==> src/rtl/poci_transmitter_if.sv <==
// POCI register-read bus: address request and read-mux handshake from the receive side,
// plus the serial output and framing strobes of the transmitter.
interface poci_transmitter_if #(
    parameter int DATA_W = 8,
    parameter int ADDR_W = 8
);
    logic [ADDR_W-1:0] start_addr;
    logic              addr_valid;
    logic [DATA_W-1:0] read_data;
    logic [ADDR_W-1:0] read_addr;
    logic              serial_out;
    logic              tx_active;
    logic              byte_done;

    // The master side owns the address request and the register read mux.
    modport master (
        output start_addr, addr_valid, read_data,
        input  read_addr, serial_out, tx_active, byte_done
    );

    modport slave (
        input  start_addr, addr_valid, read_data,
        output read_addr, serial_out, tx_active, byte_done
    );
endinterface

==> src/rtl/poci_transmitter.sv <==
// POCI transmitter: reads registers through an external read mux and shifts each byte out
// MSB-first on sclk, auto-incrementing the address while addr_valid stays high.
module poci_transmitter #(
    parameter int                DATA_W    = 8,
    parameter int                ADDR_W    = 8,
    parameter logic [ADDR_W-1:0] LAST_ADDR = 8'hFF
) (
    input logic                 sclk,
    input logic                 rstn,
    poci_transmitter_if.slave   bus
);
    localparam int CNT_W = $clog2(DATA_W);

    typedef enum logic [1:0] {
        IDLE  = 2'd0,
        LOAD  = 2'd1,
        SHIFT = 2'd2
    } state_e;

    state_e            state_q, state_d;
    logic [ADDR_W-1:0] read_addr_q, read_addr_d;
    logic [DATA_W-1:0] shift_q, shift_d;
    logic [CNT_W-1:0]  bit_cnt_q, bit_cnt_d;
    logic              serial_out_q, serial_out_d;
    logic              tx_active_q, tx_active_d;
    logic              byte_done_q, byte_done_d;
    logic              load;

    function automatic logic [ADDR_W-1:0] next_addr(input logic [ADDR_W-1:0] a);
        return (a == LAST_ADDR) ? '0 : ADDR_W'(a + 1'b1);
    endfunction

    // NOTE: every variable gets its default before the case so no path can leave it unassigned,
    // which would otherwise infer a latch.
    always_comb begin
        state_d      = state_q;
        read_addr_d  = read_addr_q;
        shift_d      = shift_q;
        bit_cnt_d    = bit_cnt_q;
        serial_out_d = serial_out_q;
        tx_active_d  = tx_active_q;
        byte_done_d  = 1'b0;
        load         = 1'b0;

        case (state_q)
            IDLE: begin
                serial_out_d = 1'b0;
                if (bus.addr_valid) begin
                    read_addr_d = bus.start_addr;
                    state_d     = LOAD;
                end
            end
            LOAD: begin
                load    = 1'b1;
                state_d = SHIFT;
            end
            SHIFT: begin
                if (bit_cnt_q != '0) begin
                    serial_out_d = shift_q[DATA_W-1];
                    shift_d      = {shift_q[DATA_W-2:0], 1'b0};
                    bit_cnt_d    = bit_cnt_q - 1'b1;
                end else begin
                    // Last bit has been on the line a full cycle: chain the next byte or stop.
                    byte_done_d = 1'b1;
                    if (bus.addr_valid) begin
                        load = 1'b1;
                    end else begin
                        serial_out_d = 1'b0;
                        tx_active_d  = 1'b0;
                        state_d      = IDLE;
                    end
                end
            end
            default: state_d = IDLE;
        endcase

        // Load action: commit the byte from the read mux and advance the pointer.
        if (load) begin
            serial_out_d = bus.read_data[DATA_W-1];
            shift_d      = {bus.read_data[DATA_W-2:0], 1'b0};
            bit_cnt_d    = CNT_W'(DATA_W - 1);
            tx_active_d  = 1'b1;
            read_addr_d  = next_addr(read_addr_q);
        end
    end

    // NOTE: state registers use non-blocking assignments so every flop samples pre-edge values.
    always_ff @(posedge sclk or negedge rstn) begin
        if (!rstn) begin
            state_q      <= IDLE;
            read_addr_q  <= '0;
            shift_q      <= '0;
            bit_cnt_q    <= '0;
            serial_out_q <= 1'b0;
            tx_active_q  <= 1'b0;
            byte_done_q  <= 1'b0;
        end else begin
            state_q      <= state_d;
            read_addr_q  <= read_addr_d;
            shift_q      <= shift_d;
            bit_cnt_q    <= bit_cnt_d;
            serial_out_q <= serial_out_d;
            tx_active_q  <= tx_active_d;
            byte_done_q  <= byte_done_d;
        end
    end

    assign bus.read_addr  = read_addr_q;
    assign bus.serial_out = serial_out_q;
    assign bus.tx_active  = tx_active_q;
    assign bus.byte_done  = byte_done_q;
endmodule

==> src/flat_wrapper.sv <==
// flat-port wrapper written by rule: the top's interface ports become plain ports
module poci_transmitter_flat 
#(
    parameter int                DATA_W    = 8,
    parameter int                ADDR_W    = 8,
    parameter logic [ADDR_W-1:0] LAST_ADDR = 8'hFF
)
  (sclk, rstn, bus_start_addr, bus_addr_valid, bus_read_data, bus_read_addr, bus_serial_out, bus_tx_active, bus_byte_done);
  poci_transmitter_if #(.DATA_W(DATA_W), .ADDR_W(ADDR_W)) bus_i ();
  input logic sclk;
  input logic rstn;
  input wire logic [$bits(bus_i.start_addr)-1:0] bus_start_addr;
  input wire logic [$bits(bus_i.addr_valid)-1:0] bus_addr_valid;
  input wire logic [$bits(bus_i.read_data)-1:0] bus_read_data;
  output wire logic [$bits(bus_i.read_addr)-1:0] bus_read_addr;
  output wire logic [$bits(bus_i.serial_out)-1:0] bus_serial_out;
  output wire logic [$bits(bus_i.tx_active)-1:0] bus_tx_active;
  output wire logic [$bits(bus_i.byte_done)-1:0] bus_byte_done;
  assign bus_i.start_addr = bus_start_addr;
  assign bus_i.addr_valid = bus_addr_valid;
  assign bus_i.read_data = bus_read_data;
  assign bus_read_addr = bus_i.read_addr;
  assign bus_serial_out = bus_i.serial_out;
  assign bus_tx_active = bus_i.tx_active;
  assign bus_byte_done = bus_i.byte_done;
  poci_transmitter #(.DATA_W(DATA_W), .ADDR_W(ADDR_W), .LAST_ADDR(LAST_ADDR)) u_core (.sclk(sclk), .rstn(rstn), .bus(bus_i));
endmodule
==> config.mk <==
export PLATFORM = sky130hd
export DESIGN_NAME = poci_transmitter_flat
export DESIGN_NICKNAME = d
export VERILOG_FILES = /design/src/rtl/poci_transmitter_if.sv /design/src/rtl/poci_transmitter.sv /design/src/flat_wrapper.sv
export SDC_FILE = /design/constraint.sdc
export NUM_CORES = 1
export LEC_CHECK = 0
export CORE_UTILIZATION = 47
export CTS_BUF_LIST = sky130_fd_sc_hd__clkbuf_4
export CTS_CLUSTER_DIAMETER = 100
export DETAILED_ROUTE_END_ITERATION = 8
export PLACE_DENSITY = 0.86
export SKIP_LAST_GASP = 1
export SYNTH_ARGS = -nofsm -noshare
export SYNTH_HDL_FRONTEND = slang
export SYNTH_SLANG_ARGS = --single-unit
==> constraint.sdc <==
create_clock -name sclk -period 1.83 [get_ports sclk]
set_input_delay 0.4575 -clock sclk [delete_from_list [all_inputs] [get_ports sclk]]
set_output_delay 0.4575 -clock sclk [all_outputs]
set_load 0.005 [all_outputs]
==> results.toml, run 1 <==
[logic_synthesis]
yosysWarnings = 0
synth_common_cells = "dfrtp_1 (23), nand2_1 (19), mux2i_1 (10)"
synthTopCellsByArea = "dfrtp_1 (43%), mux2i_1 (7.5%), ha_1 (6.6%)"
synth_most_common_cell = "dfrtp_1"
synth.largest_area_cell = "dfrtp_1"
syn_inst = 134
avgSynthCellArea_um2 = 9.972
synthDistinctLibCells = 41
syn-cell-area_um2 = 1336
synth_nets = 160
synth_top_area_share = 0.4307
ys.flop_type = "dfrtp_1"
async_reset_ff_frac = 1.000
synth_seq_area_share = 0.4307
synth_edf_count = 0
ys_ff_latch = 23

[critical_path]
worstPathRequired_ps = 1370
criticalPathCategory = "flop to primary output"
reg2reg_depth = 6
crit_fanout = 7
cp_slowest_stage_delay_ps = 570
crit_slowest_cell = "clkdlybuf4s50_1"
cp_top_family = "buffers and inverters"
critPathCaptureType = "primary output"
critPathLaunchType = "flop"
r2r_start = "u_core.state_q[0]"
path_cells = "clkdlybuf4s50_1"
critPathBufInv = 1
r2r-end = "u_core.bus.read_addr[4]"
arrival_ps = 1360
reg2reg_slack_ps = 50

[routing]
first_pass_iters = 4
drcViolationCount = 0
wl_mm = 2.897
avgRoutedWirePerCell_um = 14.06
first_iter_violations = 46
vias = 1139
ant_nets = 0
vias_per_cell = 5.529

[sta]
tns_ps = 0
setup_viol = 0
slew_viol_final = 0
period_share = 0.9954
finalHoldViolations = 0
worstMarginPinSlew_ps = 298.3
fin_worst_skew_ps = 10.74
clock.fmax_mhz = 549.0
rsz0062_at_grt = "yes"
maxSlewHeadroom = 0.8012
final.min_clock_period_ps = 1822

[die]
ioPinCount = 30
die_x_um = 55.32
start_util = 0.5159
core_um2 = 2590
die_height_um = 55.32
core.rowCount = 18
design.die.area_um2 = 3060

[placement]
port_buffers = 29
place_area_um2 = 1708
placed_cells = 200
routabilityCongestion = 0.9010
hpwl_mm = 2.175

[layout]
area.growth.synth_to_final_pct = 32.58
finalNetCount = 203
post-route-util = 0.6841
stdcell_area_um2 = 1772
instances_no_fill = 206
num_antenna_cells = 0
drive_gt1_frac = 0.1705

[power]
power_density_nw_per_um2 = 1519
cellLeakagePower_nw = 0.8088
finalPower_mw = 2.692
ir_drop_mv = 0.8828

[clocking]
path_clk_slew_ps = 130
ctsRootBufferMaster = "clkbuf_4"
cts.sinks = 23
cts.path.max_buffers = 2
cts_buffers = 3
cts_htree_levels = 1
clk_latency_ps = 320
postCtsHoldBufs = 0
cts_tree = "built"

[flow_run]
maxCapViolations = 0

[global_route]
grt_pass1_wl_mm = 4.830
grt-ovfl-total = 0
grt_max_degree = 24
grt_pass1_vias = 1084
track_usage = 0.1966
antenna_found_initial = 0

[outcome]
status = "finished, final reports clean"

[min_path]
hold_class = "primary input to asynchronous set/reset pin"
-- logic make-up (layout without fill, tap and decap cells) --
group | after synthesis | count (layout) | share of synthesized area
DFF | 23 | 23 | 0.4307
muxes | 12 | 12 | 0.09457
adders and majority gates | 7 | 7 | 0.06554
xor gates and xnor gates | 2 | 2 | 0.01311
buffers and inverters | 13 | 55 | 0.05711
and+or+nand+nor | 47 | 47 | 0.1854
AOI/OAI and AO/OA | 30 | 30 | 0.1536
-- how the worst max path moves through the flow --
stage | startpoint | to | cells after the start
final | u_core.bus.read_addr[3] | bus_read_addr[3] | 1
after CTS | u_core.bus.read_addr[3] | bus_read_addr[3] | 1
after global placement | bus_addr_valid | u_core.bus.read_addr[4] | 5
after floorplan | u_core.state_q[0] | u_core.bus.read_addr[4] | 7
after global routing | u_core.bus.read_addr[3] | bus_read_addr[3] | 1
after detailed placement | bus_addr_valid | u_core.bus.read_addr[4] | 5
-- worst reg2reg max path, cell delays in order (launching register included) --
cell	delay, ps
dfrtp_1	380
inv_1	70
ha_1	240
and4b_4	240
o21a_1	240
and3_1	180
or3_1	340
-- routing by layer --
layer	GRT usage	wire (um)	up-vias
met3	0.04450	107	5
li1	-	-	568
met1	0.2692	1359	539
met5	0	0	-
met2	0.3133	1398	27
met4	0.05357	31	0
-- placed cells by master, fill, tap and decap left out, types with 2 or more instances in the layout --
cell type / instances
clkdlybuf4s50_1: 29
nor2_1: 2
dfrtp_2: 2
mux2i_1: 10
ha_1: 5
o211ai_1: 2
nand4_1: 2
o21ai_1: 8
o21ai_2: 2
clkbuf_4: 4
nand2b_1: 2
or3_1: 3
dfrtp_1: 21
inv_1: 8
a21oi_1: 3
and3_1: 4
nand3_1: 8
a31oi_1: 3
nand2_1: 19
buf_4: 13
ha_2: 2
-- through the flow --
| step | hold slack (ps) | setup WS, ps |
|---|---|---|
| finish | 466.1 | 8.426 |
| detailed placement | 483.6 | -115.1 |
| CTS | 475.7 | 1.399 |
| global placement | 480.4 | -99.91 |
| floorplan | 161.9 | 106.3 |
| global route | 501.6 | -49.58 |
-- flip-flops by register name (all words and copies together) (netlist names) --
name                   flops
u_core.bus.read_addr       8
u_core.bus.serial_out      1
u_core.state_q             2
u_core.bus.tx_active       1
u_core.bus.byte_done       1
u_core.bit_cnt_q           3
u_core.shift_q             7
-- area by class of cell --
class,count,area [um2]
Fill cell,213,818.3
Multi-Input combinational cell,98,696.9
Sequential cell,23,578.1
Timing Repair Buffer,43,399.1
Tap cell,30,37.54
Clock buffer,4,30.03
Inverter,8,30.03
-- where the power goes --
part | switching [mW] | internal [mW] | total, mW
Clock | 0.155 | 0.100 | 0.256
Combinational | 0.692 | 0.794 | 1.49
Sequential | 0.209 | 0.741 | 0.950
-- timing repair --
action | CTS | global route
setup endpoints to repair | 1 | 6
gates resized for setup | 1 | 5
buffers inserted | 0 | 2
pin swaps | 0 | 0
No activity file was read; power rests on OpenSTA's default activity.
==> run 2, diff against run 1 <==
--- a/config.mk
+++ b/config.mk
@@ -5,10 +5,12 @@
 export SDC_FILE = /design/constraint.sdc
 export NUM_CORES = 1
 export LEC_CHECK = 0
+export CORE_ASPECT_RATIO = 2
 export CORE_UTILIZATION = 47
 export CTS_BUF_LIST = sky130_fd_sc_hd__clkbuf_4
 export CTS_CLUSTER_DIAMETER = 100
 export DETAILED_ROUTE_END_ITERATION = 8
+export MAX_ROUTING_LAYER = met4
 export PLACE_DENSITY = 0.86
 export SKIP_LAST_GASP = 1
 export SYNTH_ARGS = -nofsm -noshare
==> results.toml, run 2 (synthesis gave the netlist of run 1 again) <==
[outcome]
status = "finished, final reports clean"

[routing]
ant_nets = 0
first_iter_violations = 26
drcViolationCount = 0
vias_per_cell = 5.724
wl_mm = 3.148
vias = 1162
avgRoutedWirePerCell_um = 15.51
first_pass_iters = 4

[power]
ir_drop_mv = 0.7481
power_density_nw_per_um2 = 1513
cellLeakagePower_nw = 0.7976
finalPower_mw = 2.639

[layout]
multi_input_area_um2 = 686.9
layout_common_cells = "clkdlybuf4s50_1 (29), dfrtp_1 (20), nand2_1 (19)"
drive_gt1_frac = 0.1609
layout_commonest_cell = "clkdlybuf4s50_1"
area.growth.synth_to_final_pct = 30.52
num_antenna_cells = 0
fill_cells = 224
post-route-util = 0.6374
instances_no_fill = 203
largest_reg_flops = 8
seq_area_um2 = 579.3
stdcell_area_um2 = 1744
finalNetCount = 201

[critical_path]
critPathBufInv = 1
path_cells = "clkdlybuf4s50_1"
critPathLaunchType = "flop"
arrival_ps = 1350
cp_top_family = "buffers and inverters"
criticalPathCategory = "flop to primary output"
critPathCaptureType = "primary output"
crit_fanout = 6
crit_slowest_cell = "clkdlybuf4s50_1"
cp_slowest_stage_delay_ps = 550
worstPathRequired_ps = 1370

[placement]
routabilityCongestion = 0.8662
pre_cts_ws_ps = -147.5
hpwl_mm = 2.405
placed_cells = 199
port_buffers = 29
place_area_um2 = 1707

[die]
die_height_um = 77.41
design.die.area_um2 = 3073
core_um2 = 2736
ioPinCount = 30
start_util = 0.4883
die_x_um = 39.71
core.rowCount = 27

[sta]
clock.fmax_mhz = 551.8
maxSlewHeadroom = 0.7930
final.min_clock_period_ps = 1812
period_share = 0.9902
finalHoldViolations = 0
rsz0062_at_grt = "yes"
fin_worst_skew_ps = 11.24
setup_viol = 0
worstMarginPinSlew_ps = 310.5
slew_viol_final = 0
worst_slack_ps = 17.88

[clocking]
cts_tree = "built"
cts.path.max_buffers = 2
cts_htree_levels = 1
cts.sinks = 23
cts_buffers = 3
postCtsHoldBufs = 0
path_clk_slew_ps = 140
ctsRootBufferMaster = "clkbuf_4"
clk_latency_ps = 320

[global_route]
antenna_found_initial = 0
grt_pass1_wl_mm = 4.974
grt_max_degree = 24
track_usage = 0.2314
grt_pass1_vias = 1163
grt-ovfl-total = 0

[min_path]
hold_class = "primary input to asynchronous set/reset pin"

[flow_run]
maxCapViolations = 0
==> run 2: changes by cell type in the layout (fill, tap and decap cells not counted), sizes merged <==
cell | previous run | this run
buf | 14 | 12
clkbuf | 4 | 3
clkinv | 0 | 1
==> run 2: worst register-to-register path, stage by stage, from the launching register on <==
cell and delay, ps:
dfrtp_1 450, ha_1 230, and4b_4 220, o21a_1 250
and3_1 190, or3_1 330
==> run 2: per-stage QoR <==
stage	hold slack [ps]	setup TNS, ps
global placement	469.9	-391.0
CTS	475.6	0
finish	466.7	0
floorplan	161.9	0
detailed placement	483.9	-944.1
global route	497.4	-75.52
==> run 2: layer usage <==
metal  GRT usage  vias to the layer above  wire length, um
li1            -                      561                -
met1      0.2529                      562             1224
met2      0.4016                       33             1784
met3     0.01714                        6               76
met4     0.09310                        0               61
met5           -                        -                0
==> run 2: layout make-up <==
class                   count  area share
multi-input cells          98      0.3938
repair buffers             41      0.2202
well taps                  29     0.02080
inverters                   8     0.01722
clock buffers               3     0.01291
flip-flops and latches     23      0.3321
clock inverters             1    0.002869
==> run 2: where the power goes <==
group | switching [mW] | internal [mW] | leakage [nW]
logic | 0.672 | 0.753 | 0.505
clock network | 0.160 | 0.0819 | 0.0177
registers | 0.230 | 0.743 | 0.275
total | 1.06 | 1.58 | 0.798
==> run 2: timing repair <==
action | in CTS | in global routing
endpoints found under the setup margin | 1 | 7
buffers inserted | 0 | 0
resized for setup | 1 | 4
==> run 2: final timing paths <==
kind | start | end | slack (ps) | cells after the start
setup reg to reg | u_core.state_q[1] | u_core.bus.read_addr[4] | 70 | 5
min in group sclk | u_core.bus.serial_out | u_core.bus.serial_out | 510 | 2
setup / recovery | u_core.bus.read_addr[4] | bus_read_addr[4] | 20 | 1
max in group asynchronous | rstn | u_core.bus.read_addr[6] | 1100 | 2
hold reg to reg | u_core.bus.serial_out | u_core.bus.serial_out | 510 | 2
hold / removal | rstn | u_core.bus.byte_done | 470 | 2
